--- src/rtl/multicycle_control_pkg.sv ---
// Shared constants and types for the multi-cycle MIPS control sequencer:
// opcodes, ALUOp codes, FSM states, opcode classes and the control word.
package mips_ctrl_pkg;

   localparam logic [5:0] OP_R    = 6'h00;
   localparam logic [5:0] OP_ADDI = 6'h08;
   localparam logic [5:0] OP_ORI  = 6'h0D;
   localparam logic [5:0] OP_ANDI = 6'h0C;
   localparam logic [5:0] OP_BEQ  = 6'h04;
   localparam logic [5:0] OP_BNE  = 6'h05;
   localparam logic [5:0] OP_J    = 6'h02;
   localparam logic [5:0] OP_JAL  = 6'h03;
   localparam logic [5:0] OP_LUI  = 6'h0F;
   localparam logic [5:0] OP_LW   = 6'h23;
   localparam logic [5:0] OP_SW   = 6'h2B;

   localparam logic [2:0] ALU_R    = 3'b111;
   localparam logic [2:0] ALU_ADD  = 3'b100;
   localparam logic [2:0] ALU_OR   = 3'b101;
   localparam logic [2:0] ALU_AND  = 3'b000;
   localparam logic [2:0] ALU_SUB  = 3'b001;
   localparam logic [2:0] ALU_LUI  = 3'b010;
   localparam logic [2:0] ALU_LDST = 3'b110;
   localparam logic [2:0] ALU_JAL  = 3'b011;

   typedef enum logic [3:0] {
      S_FETCH, S_DECODE, S_MEM_ADDR, S_MEM_READ, S_MEM_WB, S_MEM_WRITE,
      S_R_EXEC, S_I_EXEC, S_ALU_WB, S_BRANCH, S_JUMP, S_ILLEGAL
   } state_t;

   typedef enum logic [3:0] {
      CL_R, CL_ADDI, CL_ORI, CL_ANDI, CL_LUI, CL_LW, CL_SW,
      CL_BEQ, CL_BNE, CL_J, CL_JAL, CL_ILL
   } opClass_t;

   typedef struct packed {
      logic       PCWrite;
      logic       IorD;
      logic       MemRead;
      logic       MemWrite;
      logic       IRWrite;
      logic       RegDst;
      logic       MemtoReg;
      logic       RegWrite;
      logic       Jal;
      logic       ALUSrcA;
      logic [1:0] ALUSrcB;
      logic [2:0] ALUOp;
      logic [1:0] PCSource;
      logic       InstrDone;
   } ctrlWord_t;

   function automatic opClass_t classify(input logic [5:0] op);
      opClass_t cls;
      case (op)
         OP_R:    cls = CL_R;
         OP_ADDI: cls = CL_ADDI;
         OP_ORI:  cls = CL_ORI;
         OP_ANDI: cls = CL_ANDI;
         OP_LUI:  cls = CL_LUI;
         OP_LW:   cls = CL_LW;
         OP_SW:   cls = CL_SW;
         OP_BEQ:  cls = CL_BEQ;
         OP_BNE:  cls = CL_BNE;
         OP_J:    cls = CL_J;
         OP_JAL:  cls = CL_JAL;
         default: cls = CL_ILL;
      endcase
      return cls;
   endfunction

endpackage

--- src/rtl/multicycle_control_if.sv ---
// Opcode/status inputs and datapath control outputs of the sequencer.
// master = the controller, slave = the datapath side.
interface multicycle_control_if;
   logic [5:0] OP;
   logic       Zero;
   logic       mem_ready;
   logic       PCWrite;
   logic       IorD;
   logic       MemRead;
   logic       MemWrite;
   logic       IRWrite;
   logic       RegDst;
   logic       MemtoReg;
   logic       RegWrite;
   logic       Jal;
   logic       ALUSrcA;
   logic [1:0] ALUSrcB;
   logic [2:0] ALUOp;
   logic [1:0] PCSource;
   logic       InstrDone;
   logic       IllegalOp;

   modport master (
      input  OP, Zero, mem_ready,
      output PCWrite, IorD, MemRead, MemWrite, IRWrite, RegDst, MemtoReg,
             RegWrite, Jal, ALUSrcA, ALUSrcB, ALUOp, PCSource, InstrDone, IllegalOp
   );

   modport slave (
      output OP, Zero, mem_ready,
      input  PCWrite, IorD, MemRead, MemWrite, IRWrite, RegDst, MemtoReg,
             RegWrite, Jal, ALUSrcA, ALUSrcB, ALUOp, PCSource, InstrDone, IllegalOp
   );
endinterface

--- src/rtl/multicycle_control_state_decode.sv ---
// Combinational decode of FSM state and latched opcode class into the
// datapath control word, including Zero and mem_ready gating.
module ctrl_state_decode
   import mips_ctrl_pkg::*;
(
   input  state_t    state,
   input  opClass_t  opClass,
   input  logic      zero,
   input  logic      memReady,
   output ctrlWord_t ctrlWord
);

   // Control word per state; every unlisted field stays zero.
   always_comb begin
      ctrlWord = '0;
      case (state)
         S_FETCH: begin
            ctrlWord.MemRead = 1'b1;
            ctrlWord.ALUSrcB = 2'b01;
            ctrlWord.ALUOp   = ALU_ADD;
            ctrlWord.IRWrite = memReady;
            ctrlWord.PCWrite = memReady;
         end
         S_DECODE: begin
            ctrlWord.ALUSrcB = 2'b11;
            ctrlWord.ALUOp   = ALU_ADD;
         end
         S_MEM_ADDR: begin
            ctrlWord.ALUSrcA = 1'b1;
            ctrlWord.ALUSrcB = 2'b10;
            ctrlWord.ALUOp   = ALU_LDST;
         end
         S_MEM_READ: begin
            ctrlWord.MemRead = 1'b1;
            ctrlWord.IorD    = 1'b1;
         end
         S_MEM_WB: begin
            ctrlWord.RegWrite  = 1'b1;
            ctrlWord.MemtoReg  = 1'b1;
            ctrlWord.InstrDone = 1'b1;
         end
         S_MEM_WRITE: begin
            ctrlWord.MemWrite  = 1'b1;
            ctrlWord.IorD      = 1'b1;
            ctrlWord.InstrDone = memReady;
         end
         S_R_EXEC: begin
            ctrlWord.ALUSrcA = 1'b1;
            ctrlWord.ALUOp   = ALU_R;
         end
         S_I_EXEC: begin
            ctrlWord.ALUSrcA = 1'b1;
            ctrlWord.ALUSrcB = 2'b10;
            case (opClass)
               CL_ORI:  ctrlWord.ALUOp = ALU_OR;
               CL_ANDI: ctrlWord.ALUOp = ALU_AND;
               CL_LUI:  ctrlWord.ALUOp = ALU_LUI;
               default: ctrlWord.ALUOp = ALU_ADD;
            endcase
         end
         S_ALU_WB: begin
            ctrlWord.RegWrite  = 1'b1;
            ctrlWord.RegDst    = (opClass == CL_R);
            ctrlWord.InstrDone = 1'b1;
         end
         S_BRANCH: begin
            ctrlWord.ALUSrcA   = 1'b1;
            ctrlWord.ALUOp     = ALU_SUB;
            ctrlWord.PCSource  = 2'b01;
            ctrlWord.PCWrite   = (opClass == CL_BNE) ? ~zero : zero;
            ctrlWord.InstrDone = 1'b1;
         end
         S_JUMP: begin
            ctrlWord.PCSource  = 2'b10;
            ctrlWord.PCWrite   = 1'b1;
            ctrlWord.InstrDone = 1'b1;
            ctrlWord.RegWrite  = (opClass == CL_JAL);
            ctrlWord.Jal       = (opClass == CL_JAL);
            ctrlWord.ALUOp     = (opClass == CL_JAL) ? ALU_JAL : 3'b000;
         end
         S_ILLEGAL: begin
            ctrlWord.InstrDone = 1'b1;
         end
         default: ctrlWord = '0;
      endcase
   end

endmodule

--- src/rtl/multicycle_control.sv ---
// Multi-cycle MIPS control FSM: state register, opcode-class latch,
// sticky illegal-opcode flag and next-state logic.
module multicycle_control
   import mips_ctrl_pkg::*;
(
   input logic             clk,
   input logic             reset,
   multicycle_control_if.master bus
);

   state_t    state_r;
   state_t    nextState_s;
   opClass_t  opClass_r;
   opClass_t  decodeClass_s;
   logic      illegal_r;
   ctrlWord_t word_s;

   assign decodeClass_s = classify(bus.OP);

   // State register, opcode-class latch (DECODE only) and sticky illegal flag.
   always_ff @(posedge clk) begin
      if (!reset) begin
         state_r   <= S_FETCH;
         opClass_r <= CL_ILL;
         illegal_r <= 1'b0;
      end else begin
         state_r <= nextState_s;
         if (state_r == S_DECODE) begin
            opClass_r <= decodeClass_s;
         end
         if (state_r == S_ILLEGAL) begin
            illegal_r <= 1'b1;
         end
      end
   end

   // Next-state sequencing; memory states hold until mem_ready.
   always_comb begin
      nextState_s = S_FETCH;
      case (state_r)
         S_FETCH:     nextState_s = bus.mem_ready ? S_DECODE : S_FETCH;
         S_DECODE: begin
            case (decodeClass_s)
               CL_R:                             nextState_s = S_R_EXEC;
               CL_ADDI, CL_ORI, CL_ANDI, CL_LUI: nextState_s = S_I_EXEC;
               CL_LW, CL_SW:                     nextState_s = S_MEM_ADDR;
               CL_BEQ, CL_BNE:                   nextState_s = S_BRANCH;
               CL_J, CL_JAL:                     nextState_s = S_JUMP;
               default:                          nextState_s = S_ILLEGAL;
            endcase
         end
         S_MEM_ADDR:  nextState_s = (opClass_r == CL_SW) ? S_MEM_WRITE : S_MEM_READ;
         S_MEM_READ:  nextState_s = bus.mem_ready ? S_MEM_WB : S_MEM_READ;
         S_MEM_WRITE: nextState_s = bus.mem_ready ? S_FETCH : S_MEM_WRITE;
         S_R_EXEC:    nextState_s = S_ALU_WB;
         S_I_EXEC:    nextState_s = S_ALU_WB;
         default:     nextState_s = S_FETCH;
      endcase
   end

   ctrl_state_decode uDecode (
      .state    (state_r),
      .opClass  (opClass_r),
      .zero     (bus.Zero),
      .memReady (bus.mem_ready),
      .ctrlWord (word_s)
   );

   // Reset low forces every output to zero in the same cycle, not just after the edge.
   assign bus.PCWrite   = reset & word_s.PCWrite;
   assign bus.IorD      = reset & word_s.IorD;
   assign bus.MemRead   = reset & word_s.MemRead;
   assign bus.MemWrite  = reset & word_s.MemWrite;
   assign bus.IRWrite   = reset & word_s.IRWrite;
   assign bus.RegDst    = reset & word_s.RegDst;
   assign bus.MemtoReg  = reset & word_s.MemtoReg;
   assign bus.RegWrite  = reset & word_s.RegWrite;
   assign bus.Jal       = reset & word_s.Jal;
   assign bus.ALUSrcA   = reset & word_s.ALUSrcA;
   assign bus.ALUSrcB   = reset ? word_s.ALUSrcB  : 2'b00;
   assign bus.ALUOp     = reset ? word_s.ALUOp    : 3'b000;
   assign bus.PCSource  = reset ? word_s.PCSource : 2'b00;
   assign bus.InstrDone = reset & word_s.InstrDone;
   assign bus.IllegalOp = reset & illegal_r;

endmodule

--- src/flat_wrapper.sv ---
// flat-port wrapper written by rule: the top's interface ports become plain ports
module multicycle_control_flat import mips_ctrl_pkg::*;
  (clk, reset, bus_OP, bus_Zero, bus_mem_ready, bus_PCWrite, bus_IorD, bus_MemRead, bus_MemWrite, bus_IRWrite, bus_RegDst, bus_MemtoReg, bus_RegWrite, bus_Jal, bus_ALUSrcA, bus_ALUSrcB, bus_ALUOp, bus_PCSource, bus_InstrDone, bus_IllegalOp);
  multicycle_control_if bus_i ();
  input logic clk;
  input logic reset;
  input wire logic [$bits(bus_i.OP)-1:0] bus_OP;
  input wire logic [$bits(bus_i.Zero)-1:0] bus_Zero;
  input wire logic [$bits(bus_i.mem_ready)-1:0] bus_mem_ready;
  output wire logic [$bits(bus_i.PCWrite)-1:0] bus_PCWrite;
  output wire logic [$bits(bus_i.IorD)-1:0] bus_IorD;
  output wire logic [$bits(bus_i.MemRead)-1:0] bus_MemRead;
  output wire logic [$bits(bus_i.MemWrite)-1:0] bus_MemWrite;
  output wire logic [$bits(bus_i.IRWrite)-1:0] bus_IRWrite;
  output wire logic [$bits(bus_i.RegDst)-1:0] bus_RegDst;
  output wire logic [$bits(bus_i.MemtoReg)-1:0] bus_MemtoReg;
  output wire logic [$bits(bus_i.RegWrite)-1:0] bus_RegWrite;
  output wire logic [$bits(bus_i.Jal)-1:0] bus_Jal;
  output wire logic [$bits(bus_i.ALUSrcA)-1:0] bus_ALUSrcA;
  output wire logic [$bits(bus_i.ALUSrcB)-1:0] bus_ALUSrcB;
  output wire logic [$bits(bus_i.ALUOp)-1:0] bus_ALUOp;
  output wire logic [$bits(bus_i.PCSource)-1:0] bus_PCSource;
  output wire logic [$bits(bus_i.InstrDone)-1:0] bus_InstrDone;
  output wire logic [$bits(bus_i.IllegalOp)-1:0] bus_IllegalOp;
  assign bus_i.OP = bus_OP;
  assign bus_i.Zero = bus_Zero;
  assign bus_i.mem_ready = bus_mem_ready;
  assign bus_PCWrite = bus_i.PCWrite;
  assign bus_IorD = bus_i.IorD;
  assign bus_MemRead = bus_i.MemRead;
  assign bus_MemWrite = bus_i.MemWrite;
  assign bus_IRWrite = bus_i.IRWrite;
  assign bus_RegDst = bus_i.RegDst;
  assign bus_MemtoReg = bus_i.MemtoReg;
  assign bus_RegWrite = bus_i.RegWrite;
  assign bus_Jal = bus_i.Jal;
  assign bus_ALUSrcA = bus_i.ALUSrcA;
  assign bus_ALUSrcB = bus_i.ALUSrcB;
  assign bus_ALUOp = bus_i.ALUOp;
  assign bus_PCSource = bus_i.PCSource;
  assign bus_InstrDone = bus_i.InstrDone;
  assign bus_IllegalOp = bus_i.IllegalOp;
  multicycle_control u_core (.clk(clk), .reset(reset), .bus(bus_i));
endmodule
--- config.mk ---
export PLATFORM = sky130hd
export DESIGN_NAME = multicycle_control_flat
export DESIGN_NICKNAME = d
export VERILOG_FILES = /design/src/rtl/multicycle_control_pkg.sv /design/src/rtl/multicycle_control_if.sv /design/src/rtl/multicycle_control_state_decode.sv /design/src/rtl/multicycle_control.sv /design/src/flat_wrapper.sv
export SDC_FILE = /design/constraint.sdc
export NUM_CORES = 1
export LEC_CHECK = 0
export ABC_AREA = 1
export BUFFER_PORTS_ARGS = -buffer_cell sky130_fd_sc_hd__buf_2
export CORE_AREA = 2 2 55 70
export DETAILED_ROUTE_END_ITERATION = 8
export DIE_AREA = 0 0 57 72
export SLEW_MARGIN = 15
export SYNTH_ARGS = -nofsm -noshare
export SYNTH_HDL_FRONTEND = slang
export SYNTH_SLANG_ARGS = --single-unit
--- constraint.sdc ---
create_clock -name clk -period 4.4 [get_ports clk]
set_input_delay 0.44 -clock clk [delete_from_list [all_inputs] [get_ports clk]]
set_output_delay 0.44 -clock clk [all_outputs]
set_load 0.02 [all_outputs]
## Word-level counts from Yosys, hierarchy flattened

Memory sizes are Yosys's and may differ from the RTL's.
Cells that the tools add are included.

| word-level totals | value |
|---|---|
| ROM bits | 64 |
| memories kept | 1 |
| logic and storage cells | 81 |
| bits in registers | 9 |
| input port bits | 10 |
| output and inout port bits | 19 |

Memory list:

| name | words | width | rd ports | clocked after Yosys merged registers in | wr ports | RTL line | source |
|---|---|---|---|---|---|---|---|
| (name not given) | 16 | 4 | 1 | 0 | 0 | multicycle_control.sv:43 | `case (decodeClass_s)` |

| cells by class | value |
|---|---|
| muxes and demuxes | 26 |
| reduce and logical (&&, ||, !) cells | 11 |
| eq/ne operators | 27 |
| bitwise operators | 13 |

Operators with widths:

| operator | count |
|---|---|
| 4-bit case mux with 11 select lines | 1 |
| 4-bit by 3-bit equality test with 1-bit output (second input constant) | 6 |
| 4-bit equality test (second input constant) | 6 |
| 6-bit by 4-bit equality test with 1-bit output (second input constant) | 4 |
| 4-bit case mux with 6 select lines | 1 |
| 3-bit case mux with 6 select lines | 1 |
| 4-bit by 2-bit equality test with 1-bit output (second input constant) | 4 |
| 1-bit AND | 12 |
| 6-bit by 2-bit equality test with 1-bit output (second input constant) | 2 |
| 6-bit by 3-bit equality test with 1-bit output (second input constant) | 2 |
| 6-bit equality test (second input constant) | 2 |
| 3-bit two-way mux | 4 |
| 2-bit OR reduction | 6 |
| 1-bit two-way mux | 10 |
| 3-bit case mux with 3 select lines | 1 |
| 4-bit zero test | 2 |
| 6-bit zero test | 1 |
| 2-bit two-way mux | 3 |
| 2-bit case mux with 3 select lines | 1 |
| 5-bit OR reduction | 1 |
| 4-bit by 1-bit equality test with 1-bit output (second input constant) | 1 |
| 1-bit case mux with 2 select lines | 2 |
| 2-bit case mux with 2 select lines | 1 |
| 4-bit OR reduction | 1 |
| other kinds (2) | 2 |

## Depth between registers and ports, before layout

| logic depth | value |
|---|---|
| depth after elaboration | 4 |
| depth in mapped cells | 12 |
| depth with buffers taken out | 12 |

## Modules after synthesis

Synthesis repeated with hierarchy kept, for this count alone.

| unflattened totals | value |
|---|---|
| cells, all modules | 218 |
| area total of the unflattened synthesis | 1,111.1 um2 |

Modules (own cells, without submodules):

| module | cells each | sequential area each (um2) | times used | area an instance (um2) |
|---|---|---|---|---|
| multicycle_control | 148 | 180.2 | 1 | 822.0 |
| ctrl_state_decode | 70 | 0.0 | 1 | 289.0 |

## Least setup slack after synthesis

Ideal clock, no wire load.

| timing path | value |
|---|---|
| path kind | input-to-output |
| from | in reset |
| to | out bus_InstrDone |
| data arrival time | 1.496 ns |
| slack | 2.464 ns |
| data required time | 3.960 ns |
| stages | 6 |
| path buffers | 2 |
| cell sequence | clkbuf_1 inv_1 buf_2 nor2_1 nand2_1 nand2_1 |

| on the way | value |
|---|---|
| longest elaborated chain between the ends | 1 |

Ends and longest elaborated chain:

| item | RTL line | source |
|---|---|---|
| from (decl) | flat_wrapper.sv:6 | `input logic reset;` |
| 1-bit AND | multicycle_control.sv:83 | `assign bus.InstrDone = reset & word_s.InstrDone;` |
| to (decl) | flat_wrapper.sv:23 | `output wire logic [$bits(bus_i.InstrDone)-1:0] bus_InstrDone;` |

Every way passes these cells.

## Worst setup path in the final report

| timing path | value |
|---|---|
| from | reg u_core.state_r[3] |
| to | out bus_ALUOp[0] |

| on the way | value |
|---|---|
| longest elaborated chain between the ends | 4 |
| elaborated cells on any way between the ends | 10 |
| classes of those cells | eq/ne (6); mux (2); reduce/logical (2) |

Ends and longest elaborated chain:

| item | RTL line | source |
|---|---|---|
| from (decl) | multicycle_control.sv:11 | `state_t state_r;` |
| from (signal assigned) | multicycle_control.sv:27 | `state_r <= nextState_s;` |
| 4-bit by 1-bit equality test with 1-bit output or 4-bit zero test (tied branches) | multicycle_control_state_decode.sv:16 | `case (state)` |
| 2-bit OR reduction (no source line) | n/a |  |
| 3-bit case mux with 6 select lines (*) | multicycle_control_state_decode.sv:16 |  |
| 3-bit two-way mux (*) | multicycle_control.sv:81 | `assign bus.ALUOp = reset ? word_s.ALUOp : 3'b000;` |
| to (decl) | flat_wrapper.sv:21 | `output wire logic [$bits(bus_i.ALUOp)-1:0] bus_ALUOp;` |

Every way passes the cells marked *; elsewhere a longest branch is shown, timed or not.

==> results.txt <==
The number of cells on the worst reg-to-reg path came out at 6. Ranked by total cell area, the synthesized netlist is headed by dfxtp_1 18%, nand2_1 12%, nand3_1 9.1%. Counting buffers and inverters, the worst setup path is 7 cells deep. The final wirelength was 2460 um. Width of the die: 57 um.

By count the netlist is led by 31 x nand2_1, 23 x nor2_1, 22 x inv_1. The final-report hold violation count is 0, and the routed wirelength normalized by instance count is 10.5 um. For this block, the via count after detailed routing is 1132.

A synthesized cell averages 5.95 sq um. The type of the worst setup path is reg2out. Yosys printed 0 warnings. The logs give 0 for the count of antenna-violating nets left after detailed routing and 4 for the first-pass detailed-route iteration total. Max-cap violations in this run came to 0.

The core region is 0.00342 sq mm. The run gives 0.844 as the final weighted congestion in routability-driven placement. Clock period minus worst slack: 2.09 ns.

In the final design database the tool counted 210 nets. The slowest library cell on the worst path was dfxtp_1. Once the clock tree was built, the resizer swapped 0 gates to a different size. TritonCTS built the clock tree. Walking the worst path, the cells encountered are inv_1 > nor2_2 > nand2_1 > nor3b_2 > inv_2 > a41oi_1 > buf_2. Along the worst path, the maximum fanout reaches 4. Leading register cell type out of synthesis: dfxtp_1.

Clock latency on the worst-skew pair, taken at its later pin, is 0.23 ns. For this run, the slowest stage of the critical path takes 0.40 ns. After layout, the worst path uses 47.5% of the clock period. In this run the tightest slew margin relative to its limit is 59.8%. STA puts the critical path data required time at 3.96 ns. The logs give 9 for the clock sink count and 18.1% for the portion of the post-synthesis area used by sequential elements. The category of cells accounting for the largest share of critical-path delay is simple AND/OR/NAND/NOR gates.

The buffer depth of the longest clock path is 2, and the worst hold path cell count is 2. For this run, asynchronously set or reset flops after synthesis account for 0%. The capturing element type of the critical path is a primary output.

After global routing the overflow that remains totals 0. The synthesized netlist devotes 3.78% of its cell area to adder and majority cells. For the pin with the worst max-slew slack, the measured transition is 0.602 ns. The tools report the sort of element at the start of the critical path as a flip-flop. Total of endpoints with negative setup slack in the final report: 0. Number of I/O pins: 29. The tools report the area of the mapped netlist as 993 sq um. Share of the core filled with cells in the final layout: 35.5%. The power density of the placed cells is 393 mW/mm^2. Counting every net in the synthesized netlist gives 180. The die boundary height was 72 um.

Counting every instance in the synthesized netlist gives 167. Setup repair after global routing left no endpoint under its margin. In this run the tool buffered the top-level ports with 28 buffer cells. For the number of global-route vias before repair, the log shows 1044.

The design draws 0.477 mW. Measured against the total synthesized area, the mux share comes to 0%. The critical path contains buffers and inverters numbering 3 combined.

The arrival time of data at the critical path endpoint was 1.65 ns; the area fraction of the dominant cell type after synthesis was 18.1%. The number of buffers added for setup after CTS came out at 0. The most instantiated library cell after synthesis is nand2_1.

For the max-slew violation count, the log shows 0. In this run the static leakage power is 0.649 nW. Setup total negative slack on the finished layout was measured at 0 ns.

The number of levels in the clock H-tree came out at 1. The post-cts hold buffer count was 0; the fraction of the mapped netlist area in compound gates was 18.5%. The HPWL after detailed placement is 2110 um. The first global-routing pass estimated 4170 um of wire. Hold is met by 0.449 ns.

Clock-pin slew was measured on the worst setup and hold paths at 0.04 ns. Timing-limited maximum frequency: 479 MHz. The combinational family with the most area after synthesis was simple AND/OR/NAND/NOR gates.

For the maximum number of pins on one net before global-route repair, the log shows 22. The number of enable-type register cells in the synthesized netlist was 0. The number of antenna violations at the first check in global routing was 0. The synthesized netlist contains 31 unique library cells. For this run, design rule violations remaining after detail routing come to 0. The logs give 3 for the number of buffers added by the clock tree synthesis step and 21 for the number of design-rule violations left by the first detailed-router iteration.

The count of antenna diodes in the layout was 0; the number of placement rows was 24. The global router's overall resource usage was 12.7%; the number of storage elements in the synthesis netlist was 9. The flow ran to the end, and the final reports show no timing, DRC or antenna violations. The run gives 178 uV as the maximum resistive drop on vdd. After Yosys synthesis, XOR and XNOR cells account for 0% of the synthesized area. For the final setup skew, the log shows 0.00133 ns.

After the flow finishes, the layout carries non-filler instances totaling 235. The post-route netlist has 29.1% of its cells at a drive strength greater than 1. The total die area was 0.00410 sq mm. Class of the tightest hold or removal check: reg2reg. The area growth from synthesis to layout is 22.3%. The tools report the starting utilization of the core area as 29.0%. Cell count after placement: 231. Root buffer cell: clkbuf_8. Using the TritonRoute via totals, the vias-per-cell ratio works out to 4.82. Summing the areas of all and, or, nand and nor instances in the mapped netlist gives 47.0% of the synthesized area. Biggest area consumer among synthesized cells: dfxtp_1.
-- cells in the final DEF, fill, tap and decap left out, drive strengths merged --
cell type,instances
clkbuf,4
nor3,1
inv,30
nand3,21
nand2,34
a31oi,5
nor4,1
o211ai,1
o22ai,1
a41oi,1
o31ai,2
ha,3
dfxtp,9
nor3b,1
buf,28
o22a,1
nor2,30
or2,2
a31o,1
o21ai,7
nand4,2
a21oi,11
-- power breakdown --
group / total (mW) / leakage, nW / switching, mW / internal (mW)
clock network: 0.0969 / 0.0228 / 0.0337 / 0.0632
registers: 0.135 / 0.0738 / 0.0289 / 0.106
logic: 0.245 / 0.553 / 0.162 / 0.0827
total: 0.477 / 0.649 / 0.225 / 0.252
-- per-stage QoR --
step / worst slack [ns] / area [sq um]
2_1_floorplan: 2.46 / 993
3_3_place_gp: 2.43 / 1170
3_5_place_dp: 2.38 / 1170
4_1_cts: 2.28 / 1210
5_1_grt: 2.16 / 1210
6_report: 2.31 / 1210
-- sequential cells by signal (all words and copies together), names as in the netlist --
name	flops
u_core.state_r	4
u_core.opClass_r	4
u_core.illegal_r	1
-- layer usage --
layer / wire length, um / track usage, %
met5: 0 / 0
met4: 69 / 5.94
met3: 146 / 2.14
met2: 1220 / 24.6
met1: 1020 / 12.9
-- layout make-up --
cell class / count / area, sq um
fillers: 399 / 2210
flip-flops and latches: 9 / 180
inverters: 30 / 113
clock buffers: 4 / 45.0
well taps: 39 / 48.8
multi-input cells: 125 / 688
repair buffers: 28 / 140
-- final timing paths --
path,endpoint,startpoint,slack [ns]
max,bus_ALUOp[0],u_core.state_r[3],2.31
min,u_core.illegal_r,u_core.illegal_r,0.45
max reg2reg,u_core.opClass_r[0],u_core.state_r[3],3.06
min reg2reg,u_core.illegal_r,u_core.illegal_r,0.45
-- worst register-to-register path, cell delays in order (launching register included) --
cell and delay, ns:
dfxtp_1 0.34, nor2_4 0.19, inv_2 0.07, nor2_2 0.24, inv_2 0.14, a21oi_1 0.17
o21ai_2 0.07
-- kinds of logic (layout without fill, tap and decap cells) --
logic type / after synthesis / in the layout
and+or+nand+nor: 92 / 92
buffers and inverters: 33 / 62
AOI/OAI and AO/OA: 30 / 30
DFF: 9 / 9
adders and majority gates: 3 / 3
No activity file was read; power rests on OpenSTA's default activity.
